**config.mk**
```make
export PLATFORM = sky130hd
export DESIGN_NAME = axis_mii_rx_flat
export DESIGN_NICKNAME = d
export VERILOG_FILES = /design/src/rtl/axis_mii_rx_if.sv /design/src/rtl/axis_mii_rx.sv /design/src/flat_wrapper.sv
export SDC_FILE = /design/constraint.sdc
export NUM_CORES = 1
export LEC_CHECK = 0
export ABC_AREA = 1
export BUFFER_PORTS_ARGS = -buffer_cell sky130_fd_sc_hd__buf_2
export CORE_ASPECT_RATIO = 1.2
export CORE_MARGIN = 3
export CORE_UTILIZATION = 43
export DETAILED_ROUTE_END_ITERATION = 8
export GPL_TIMING_DRIVEN = 0
export SYNTH_ARGS = -nofsm -noshare
export SYNTH_HDL_FRONTEND = slang
export SYNTH_SLANG_ARGS = --single-unit
```
**constraint.sdc**
```tcl
create_clock -name clk -period 1.6 [get_ports clk]
set_input_delay 0.24 -clock clk [delete_from_list [all_inputs] [get_ports clk]]
set_output_delay 0.24 -clock clk [all_outputs]
set_load 0.03 [all_outputs]
```
**src/rtl/axis_mii_rx_if.sv**
```systemverilog
// axis_mii_rx_if: receive-side AXI stream bundle (no ready; sink always accepts).
// master drives the beat, slave observes it.
interface axis_mii_rx_if;
    logic [7:0] axis_data;
    logic       axis_valid;
    logic       axis_last;
    logic       axis_err;

    modport master (output axis_data, axis_valid, axis_last, axis_err);
    modport slave  (input  axis_data, axis_valid, axis_last, axis_err);
endinterface

```
**src/rtl/axis_mii_rx.sv**
```systemverilog
// axis_mii_rx: MII nibble receiver to AXI stream with CRC-32 and length checks.
// Define AXIS_MII_RX_STRIP_FCS_EN to drop the 4 FCS bytes from the stream.
module axis_mii_rx #(
    parameter int MIN_FRAME_BYTES = 64,
    parameter int MAX_FRAME_BYTES = 1518
) (
    input  logic          clk,
    input  logic          rst_n,
    input  logic          mii_rx_ce,
    input  logic          mii_rx_dv,
    input  logic [3:0]    mii_rxd,
    input  logic          mii_rx_er,
    axis_mii_rx_if.master axis,
    output logic          frame_ok,
    output logic          fcs_error,
    output logic          frame_error,
    output logic          too_short,
    output logic          too_long
);
`ifdef AXIS_MII_RX_STRIP_FCS_EN
    localparam int HOLD = 5;
`else
    localparam int HOLD = 1;
`endif
    localparam logic [2:0]  HOLD_N   = 3'(HOLD);
    localparam logic [10:0] MIN_LEN  = 11'(MIN_FRAME_BYTES);
    localparam logic [10:0] LONG_LEN = 11'(MAX_FRAME_BYTES + 1);
    localparam logic [31:0] RESIDUE  = 32'hDEBB20E3;

    typedef enum logic [1:0] {IDLE, PREAMBLE, DATA, DROP} state_t;
    state_t state_q, state_d;

    logic [31:0] crc_q;
    logic [10:0] cnt_q;
    logic        nib_q;
    logic [3:0]  lo_q;
    logic        er_q;
    logic [2:0]  hcnt_q;
    logic [7:0]  hold_q [HOLD];
    logic [7:0]  data_q;
    logic        valid_q, last_q, err_q;

    logic        sfd, byte_done, frame_end, too_long_hit;
    logic [7:0]  byte_in;
    logic [10:0] cnt_inc;
    logic [31:0] crc_nx;
    logic        fcs_bad, short_f, frm_err, any_err, emit;

    function automatic logic [31:0] crc_byte(input logic [31:0] c,
                                             input logic [7:0]  b);
        logic [31:0] r;
        r = c ^ {24'h0, b};
        for (int i = 0; i < 8; i++)
            r = r[0] ? ((r >> 1) ^ 32'hEDB88320) : (r >> 1);
        return r;
    endfunction

    assign byte_in      = {mii_rxd, lo_q};
    assign cnt_inc      = (cnt_q == 11'h7ff) ? cnt_q : cnt_q + 11'd1;
    assign crc_nx       = crc_byte(crc_q, byte_in);
    assign too_long_hit = byte_done && (cnt_inc == LONG_LEN);
    assign fcs_bad      = crc_q != RESIDUE;
    assign short_f      = cnt_q < MIN_LEN;
    assign frm_err      = nib_q | er_q;
    assign any_err      = fcs_bad | short_f | frm_err;
    // the pipeline only releases once it is full of bytes
    assign emit         = hcnt_q == HOLD_N;

    assign axis.axis_data  = data_q;
    assign axis.axis_valid = valid_q;
    assign axis.axis_last  = last_q;
    assign axis.axis_err   = err_q;

    always_ff @(posedge clk or negedge rst_n) begin
        if (!rst_n) state_q <= IDLE;
        else        state_q <= state_d;
    end

    always_comb begin
        state_d   = state_q;
        sfd       = 1'b0;
        byte_done = 1'b0;
        frame_end = 1'b0;
        if (mii_rx_ce) begin
            unique case (state_q)
                IDLE: begin
                    if (mii_rx_dv)
                        state_d = (mii_rxd == 4'h5) ? PREAMBLE : DROP;
                end
                PREAMBLE: begin
                    if (!mii_rx_dv) begin
                        state_d = IDLE;
                    end else if (mii_rxd == 4'hd) begin
                        state_d = DATA;
                        sfd     = 1'b1;
                    end else if (mii_rxd != 4'h5) begin
                        state_d = DROP;
                    end
                end
                DATA: begin
                    if (!mii_rx_dv) begin
                        state_d   = IDLE;
                        frame_end = 1'b1;
                    end else if (nib_q) begin
                        byte_done = 1'b1;
                        if (cnt_inc == LONG_LEN) state_d = DROP;
                    end
                end
                DROP: begin
                    if (!mii_rx_dv) state_d = IDLE;
                end
                default: state_d = IDLE;
            endcase
        end
    end

    always_ff @(posedge clk or negedge rst_n) begin
        if (!rst_n) begin
            crc_q       <= '1;
            cnt_q       <= '0;
            nib_q       <= 1'b0;
            lo_q        <= '0;
            er_q        <= 1'b0;
            hcnt_q      <= '0;
            for (int i = 0; i < HOLD; i++) hold_q[i] <= '0;
            data_q      <= '0;
            valid_q     <= 1'b0;
            last_q      <= 1'b0;
            err_q       <= 1'b0;
            frame_ok    <= 1'b0;
            fcs_error   <= 1'b0;
            frame_error <= 1'b0;
            too_short   <= 1'b0;
            too_long    <= 1'b0;
        end else begin
            valid_q     <= 1'b0;
            last_q      <= 1'b0;
            err_q       <= 1'b0;
            frame_ok    <= 1'b0;
            fcs_error   <= 1'b0;
            frame_error <= 1'b0;
            too_short   <= 1'b0;
            too_long    <= 1'b0;
            if (sfd) begin
                crc_q  <= '1;
                cnt_q  <= '0;
                nib_q  <= 1'b0;
                er_q   <= 1'b0;
                hcnt_q <= '0;
            end
            if (mii_rx_ce && state_q == DATA && mii_rx_dv) begin
                er_q  <= er_q | mii_rx_er;
                nib_q <= ~nib_q;
                if (!nib_q) lo_q <= mii_rxd;
            end
            if (byte_done) begin
                crc_q     <= crc_nx;
                cnt_q     <= cnt_inc;
                hold_q[0] <= byte_in;
                for (int i = HOLD - 1; i > 0; i--) hold_q[i] <= hold_q[i-1];
                if (emit) begin
                    data_q  <= hold_q[HOLD-1];
                    valid_q <= 1'b1;
                end else begin
                    hcnt_q <= hcnt_q + 3'd1;
                end
                if (too_long_hit) begin
                    last_q   <= emit;
                    err_q    <= emit;
                    too_long <= 1'b1;
                end
            end
            // an empty frame reports only its shortness
            if (frame_end) begin
                if (cnt_q == '0) begin
                    too_short <= 1'b1;
                end else begin
                    if (emit) begin
                        data_q  <= hold_q[HOLD-1];
                        valid_q <= 1'b1;
                        last_q  <= 1'b1;
                        err_q   <= any_err;
                    end
                    frame_ok    <= ~any_err;
                    fcs_error   <= fcs_bad;
                    frame_error <= frm_err;
                    too_short   <= short_f;
                end
            end
        end
    end
endmodule

```
**src/flat_wrapper.sv**
```systemverilog
// flat-port wrapper written by rule: the top's interface ports become plain ports
module axis_mii_rx_flat 
#(
    parameter int MIN_FRAME_BYTES = 64,
    parameter int MAX_FRAME_BYTES = 1518
)
  (clk, rst_n, mii_rx_ce, mii_rx_dv, mii_rxd, mii_rx_er, frame_ok, fcs_error, frame_error, too_short, too_long, axis_axis_data, axis_axis_valid, axis_axis_last, axis_axis_err);
  axis_mii_rx_if axis_i ();
  input  logic clk;
  input  logic rst_n;
  input  logic mii_rx_ce;
  input  logic mii_rx_dv;
  input  logic [3:0] mii_rxd;
  input  logic mii_rx_er;
  output logic frame_ok;
  output logic fcs_error;
  output logic frame_error;
  output logic too_short;
  output logic too_long;
  output wire logic [$bits(axis_i.axis_data)-1:0] axis_axis_data;
  output wire logic [$bits(axis_i.axis_valid)-1:0] axis_axis_valid;
  output wire logic [$bits(axis_i.axis_last)-1:0] axis_axis_last;
  output wire logic [$bits(axis_i.axis_err)-1:0] axis_axis_err;
  assign axis_axis_data = axis_i.axis_data;
  assign axis_axis_valid = axis_i.axis_valid;
  assign axis_axis_last = axis_i.axis_last;
  assign axis_axis_err = axis_i.axis_err;
  axis_mii_rx #(.MIN_FRAME_BYTES(MIN_FRAME_BYTES), .MAX_FRAME_BYTES(MAX_FRAME_BYTES)) u_core (.clk(clk), .rst_n(rst_n), .mii_rx_ce(mii_rx_ce), .mii_rx_dv(mii_rx_dv), .mii_rxd(mii_rxd), .mii_rx_er(mii_rx_er), .axis(axis_i), .frame_ok(frame_ok), .fcs_error(fcs_error), .frame_error(frame_error), .too_short(too_short), .too_long(too_long));
endmodule
```
* Yosys cells after proc, flatten, opt, wreduce, memory -nomap -nowiden
Cells that the tools add are included.
** Storage, ports and cells
- Register bits after elaboration :: 78
- Input port bits :: 9
- Output and inout bits :: 16
- Word-level logic and storage cells :: 127
** Operators by class
- Add/subtract/negate cells :: 2
- $lt $le $gt $ge :: 1
- Equality and inequality tests :: 15
- Muxes and demuxes :: 68
- Bitwise gates (word level) :: 15
- Reductions and logical operators :: 9
** Operators with widths (number)
- two-way mux 32 bit :: 10
- inverter 13 -> 14 bit :: 8
- two-way mux 8 bit :: 5
- two-way mux 1 bit :: 37
- two-way mux 11 bit :: 3
- inequality test 32 bit (second input constant) :: 1
- XOR 32 x 8 -> 32 bit :: 1
- equality test 11 bit (second input constant) :: 2
- two-way mux 2 bit :: 9
- adder 11 x 1 -> 11 bit (second input constant) :: 1
- logical NOT 11 bit :: 1
- less-than comparator 11 x 7 -> 1 bit (second input constant) :: 1
- two-way mux 3 bit :: 3
- one-hot mux 2 bit (4 select lines) :: 1
- inequality test 3 x 2 -> 1 bit (second input constant) :: 2
- AND reduction 6 bit :: 1
- equality test 2 bit (second input constant) :: 2
- equality test 4 x 3 -> 1 bit (second input constant) :: 1
- equality test 4 bit (second input constant) :: 1
- inequality test 2 bit (second input constant) :: 2
- inequality test 4 x 2 -> 1 bit (second input constant) :: 1
- inequality test 4 x 3 -> 1 bit (second input constant) :: 1
- OR 1 bit :: 4
- nonzero test 2 bit :: 2
- 7 further kinds :: 10

* Depth between registers and ports, before layout
- Depth after elaboration :: 18
- Mapped depth :: 14
- Depth with buffers taken out :: 14

* Worst setup path before layout
OpenSTA, ideal clock, no wires.
- Path kind :: flip-flop to flip-flop
- From :: register u_core.cnt_q[0]
- To :: register u_core.state_q[0]
- Setup time :: 0.117 ns
- Arrival time :: 1.640 ns
- Required time :: 1.483 ns
- Setup slack :: -0.157 ns
- Cell stages (with the launch flop) :: 13
- Path buffers :: 0
- Period minus slack after synthesis :: 1.757 ns
- Path through :: dfrtp_1 > ha_1 > nand2_1 > nor2_4 > nand3_2 > o21ai_0 > nand2_1 > nor2_1 > nand3_1 > nand2_1 > nand2_1 > nand2_1 > nand2_1
** On the way
- Word-level cells in the longest chain between the ends :: 5
- Elaborated cells on any way between the ends :: 6
- Those cells by class :: 1 x add/sub; 3 x eq/ne; 1 x mux; 1 x reduce/logical
** Ends and longest elaborated chain
- from (decl) :: RTL line axis_mii_rx.sv:34 : logic [10:0] cnt_q;
- from (signal assigned) :: RTL line axis_mii_rx.sv:158 : cnt_q <= cnt_inc;
- adder 11 x 1 -> 11 bit / equality test 11 bit (equally long branches) :: RTL line axis_mii_rx.sv:59 : assign cnt_inc = (cnt_q == 11'h7ff) ? cnt_q : cnt_q + 11'd1;
- two-way mux 11 bit (*) :: RTL line axis_mii_rx.sv:59
- equality test 11 bit (*) :: RTL line axis_mii_rx.sv:106 : if (cnt_inc == LONG_LEN) state_d = DROP;
- inequality test 3 x 2 -> 1 bit (no line) (*)
- AND reduction 6 bit (no line) (*)
- to (signal assigned) :: RTL line axis_mii_rx.sv:76 : else state_q <= state_d;
- to (decl) :: RTL line axis_mii_rx.sv:31 : state_t state_q, state_d;
Every way passes the cells marked *; elsewhere a longest branch is shown, timed or not.
A chain may end at the register's enable or synchronous reset.

* Worst setup path after layout
- From :: register u_core.cnt_q[1]
- To :: register u_core.last_q, in the netlist u_core.axis.axis_last
** On the way
- Word-level cells in the longest chain between the ends :: 9
- Elaborated cells on any way between the ends :: 11
- Those cells by class :: 1 x add/sub; 2 x eq/ne; 6 x mux; 2 x reduce/logical
** Ends and longest elaborated chain
- adder 11 x 1 -> 11 bit / equality test 11 bit (equally long branches) :: RTL line axis_mii_rx.sv:59
- two-way mux 11 bit :: RTL line axis_mii_rx.sv:59
- equality test 11 bit :: RTL line axis_mii_rx.sv:61 : assign too_long_hit = byte_done && (cnt_inc == LONG_LEN);
- logical AND 1 bit :: RTL line axis_mii_rx.sv:61
- two-way mux 1 bit :: RTL line axis_mii_rx.sv:167 : if (too_long_hit) begin
- two-way mux 1 bit :: RTL line axis_mii_rx.sv:156 : if (byte_done) begin
- two-way mux 1 bit :: RTL line axis_mii_rx.sv:178 : if (emit) begin
- two-way mux 1 bit :: RTL line axis_mii_rx.sv:175 : if (cnt_q == '0) begin
- two-way mux 1 bit (*) :: RTL line axis_mii_rx.sv:174 : if (frame_end) begin
- to (signal assigned) :: RTL line axis_mii_rx.sv:168 : last_q <= emit;
- to (decl) :: RTL line axis_mii_rx.sv:41 : logic valid_q, last_q, err_q;
Marked as above.

==> impl_results.md <==
* Initial antenna violation count at 0
* CP required at ~1900 ps
* Skew-Pair Late Insertion Delay at 350 ps
* Dpl cells at between 700 and 800
* RePlAce Congestion at approximately 0.9
* Failing checks: negative setup slack
* Drt first pass iters at 5
* Crit end category: register
* Cells after synthesis at approximately 600
* Status: finished with violations
* RSZ-0062 raised after global routing: yes
* Minimum clock period at between 1500 and 2000 ps
* Final hold vios at 0
* Grt ovf at 0
* Worst Path Arrival at 2230 ps
* WP buf/inv at 2
* Tightest Pin Transition at 393 ps
* Clock sinks at between 70 and 80
* Post-Layout Cell Count at 848
* Avg WL per Cell at between 15 and 20 um
* Die Span X at 101 um
* H-Tree Depth at 3
* P per Cell Area at 2500 mW/mm2
* VDD IR max at 0.00169 V
* Area Growth Syn to Fin at 48.4%
* Top cell type's share of synthesized area at around 25%
* Post-DR vias/cell at 5.42
* DIE HEIGHT at roughly 120 um
* Total GRT Usage at 24.0%
* Commonest non-fill, non-tap cells in the layout: nand2_1, inv_1, buf_4, dfrtp_1, dfstp_2
* CP Cell Sequence: buf_6, ha_4, nand2_4, nor2_4, nand3_4, nand2_2, inv_1, nor4_1, nand4_1, nand2_1
* Delay-heaviest family, CP: simple AND/OR/NAND/NOR gates
* Most common cell after layout, fill and taps aside: nand2_1
* Initial Utilization at about 45%
* Total number of vias at 4595
* Cell variety after synth at 41
* Max Freq at 513 MHz
* Total power at 17.2 mW
* Post-Syn Nets at 610
* Io pins at 25
* Synth warnings at 0
* Critical Path Start Type: register
* Top cells by area, synth: dfrtp_1, dfstp_2, nand2_1
* CP max stage cell: dfrtp_1
* Layout cells sized above 1 at between 40% and 50%
* Max Cap Viol at 0
* ANT nets after route at 0
* Worst Hold Class: in2reg
* Crit-path max FO at 7
* First-pass GRT wire length at 22.7 mm
* Max incr delay on CP at approximately 370 ps
* Antenna cells at 0
* Mapped Area at 0.00465 mm2
* Fin crit share at 122%
* Residual DRC count at 0
* DP HPWL at 8.66 mm
* Slew Limit Fails at 0
* Inserted Clock Buffers at 9
* Seq cells post-synth at 78
* Final setup vio count at 69
* Avg Cell Area, Syn at 7.78 um2
* Total die area at 0.0121 mm2
* Fin util at approximately 67%
* Max_slew headroom at 73.7%
* Clock transition at path regs at about 70 ps
* Largest net degree at the start of global routing at 54
* CP Class: reg2reg
* CTS tree: built
* Final Skew at 8.08 ps
* Final TNS setup at -9130 ps
* CTS root buffer: clkbuf_16
* Routed wire length at 14.8 mm
* DR iter-0 viols at about 260
* Core ar. at 0.0103 mm2
* Vias in the first global route at between 4000 and 5000
* Hold_ws at around 120 ps
* Static Leak at ~3.3 nW
* IO buf count at 24
* Site Rows at 40
* Register area share after synthesis at a little over two fifths
* Final-stage net count at between 700 and 800
* Synth area leader: dfrtp_1
* PnR worst setup slack at -348 ps
* Clk buf depth at 2
==> per-layer routing <==
metal | track usage (%) | wire [um] | share of wire (%)
met1 | 29.2 | 5770 | 39
met2 | 40.2 | 7590 | 51
met3 | 3.49 | 760 | 5.2
met4 | 13.3 | 627 | 4.2
met5 | 0 | 0 | 0
==> state kept, by name, summed over array words and instances (netlist names), 2 cells and up <==
name and count:
u_core.axis.axis_data 8, u_core.cnt_q 11, u_core.crc_q 32, u_core.hcnt_q 3, u_core.hold_q 8, u_core.lo_q 4
u_core.state_q 2
==> repair_timing <==
action                                  in CTS  in global routing
cloned                                       4                  3
pin swaps                                   52                 24
endpoints found under the setup margin      76                 76
endpoints found under the hold margin        6                  0
hold buffers                                 1                  0
setup buffers                               62                 18
gates resized for setup                    154                 49
==> layout make-up <==
type / count / area (um2)
multi-input combinational: 410 / 2990
inverter: 98 / 383
fill: 766 / 3370
clock buffer: 9 / 225
sequential: 78 / 1990
clock inverter: 7 / 65.1
timing repair inverter: 1 / 6.26
tap: 126 / 158
timing repair buffer: 109 / 917
buffer: 10 / 151
==> Yosys cell counts <==
master    instances
o21bai_1          1
o22ai_1          11
inv_1            96
o31ai_4           1
xnor2_2           1
a22o_1            1
nand4_1          11
or2_2             5
o21ai_1           1
nand2b_1          1
xnor2_4           1
nor2_4            2
nor2_1           38
xnor2_1          11
a21oi_2           1
clkinv_4          1
nand3_2           1
a32oi_1           3
ha_1              4
a21o_1            1
o21ai_0          51
buf_2             3
nor3_1            5
nand2_2           7
clkbuf_1          2
a21oi_1          12
xor2_1           36
dfstp_2          32
nor4_1            3
clkbuf_8          1
o211ai_1          1
nand3_1          36
buf_6             2
dfrtp_1          46
nand2_1         156
inv_2             1
a31oi_1           2
a22oi_1           2
buf_4             3
nor2_2            1
xor2_2            3
==> power by group <==
group | switching [mW] | internal, mW | leakage, nW
Sequential | 0.900 | 3.12 | 0.900
Clock | 0.957 | 1.09 | 0.140
Combinational | 6.27 | 4.86 | 2.24
==> kinds of logic after synthesis <==
family	synth area share (%)
and+or+nand+nor	24.6
buffers and inverters	9.78
AOI/OAI and AO/OA	10.9
DFF	42.9
xor gates and xnor gates	10.9
adders and majority gates	1.08
==> final timing paths <==
check / slack (ps) / from / to / depth (start not counted)
min in group asynchronous: 350 / rst_n / u_core.cnt_q[6] / 2
min reg2reg: 490 / u_core.hold_q[3] / u_core.hold_q[3] / 2
max in group asynchronous: 630 / rst_n / u_core.crc_q[1] / 3
min: 120 / mii_rx_er / u_core.er_q / 2
max: -350 / u_core.cnt_q[1] / u_core.axis.axis_last / 10
max reg2reg: -350 / u_core.cnt_q[1] / u_core.axis.axis_last / 10
==> per-stage QoR <==
stage               worst slack, ps  cell area (um2)
finish                         -348             6890
global route                   -430             6890
CTS                            -201             6540
detailed placement             -449             5080
global placement               -439             5050
floorplan                     -75.4             4770
Note: power is estimated with default switching activity, not from simulation.
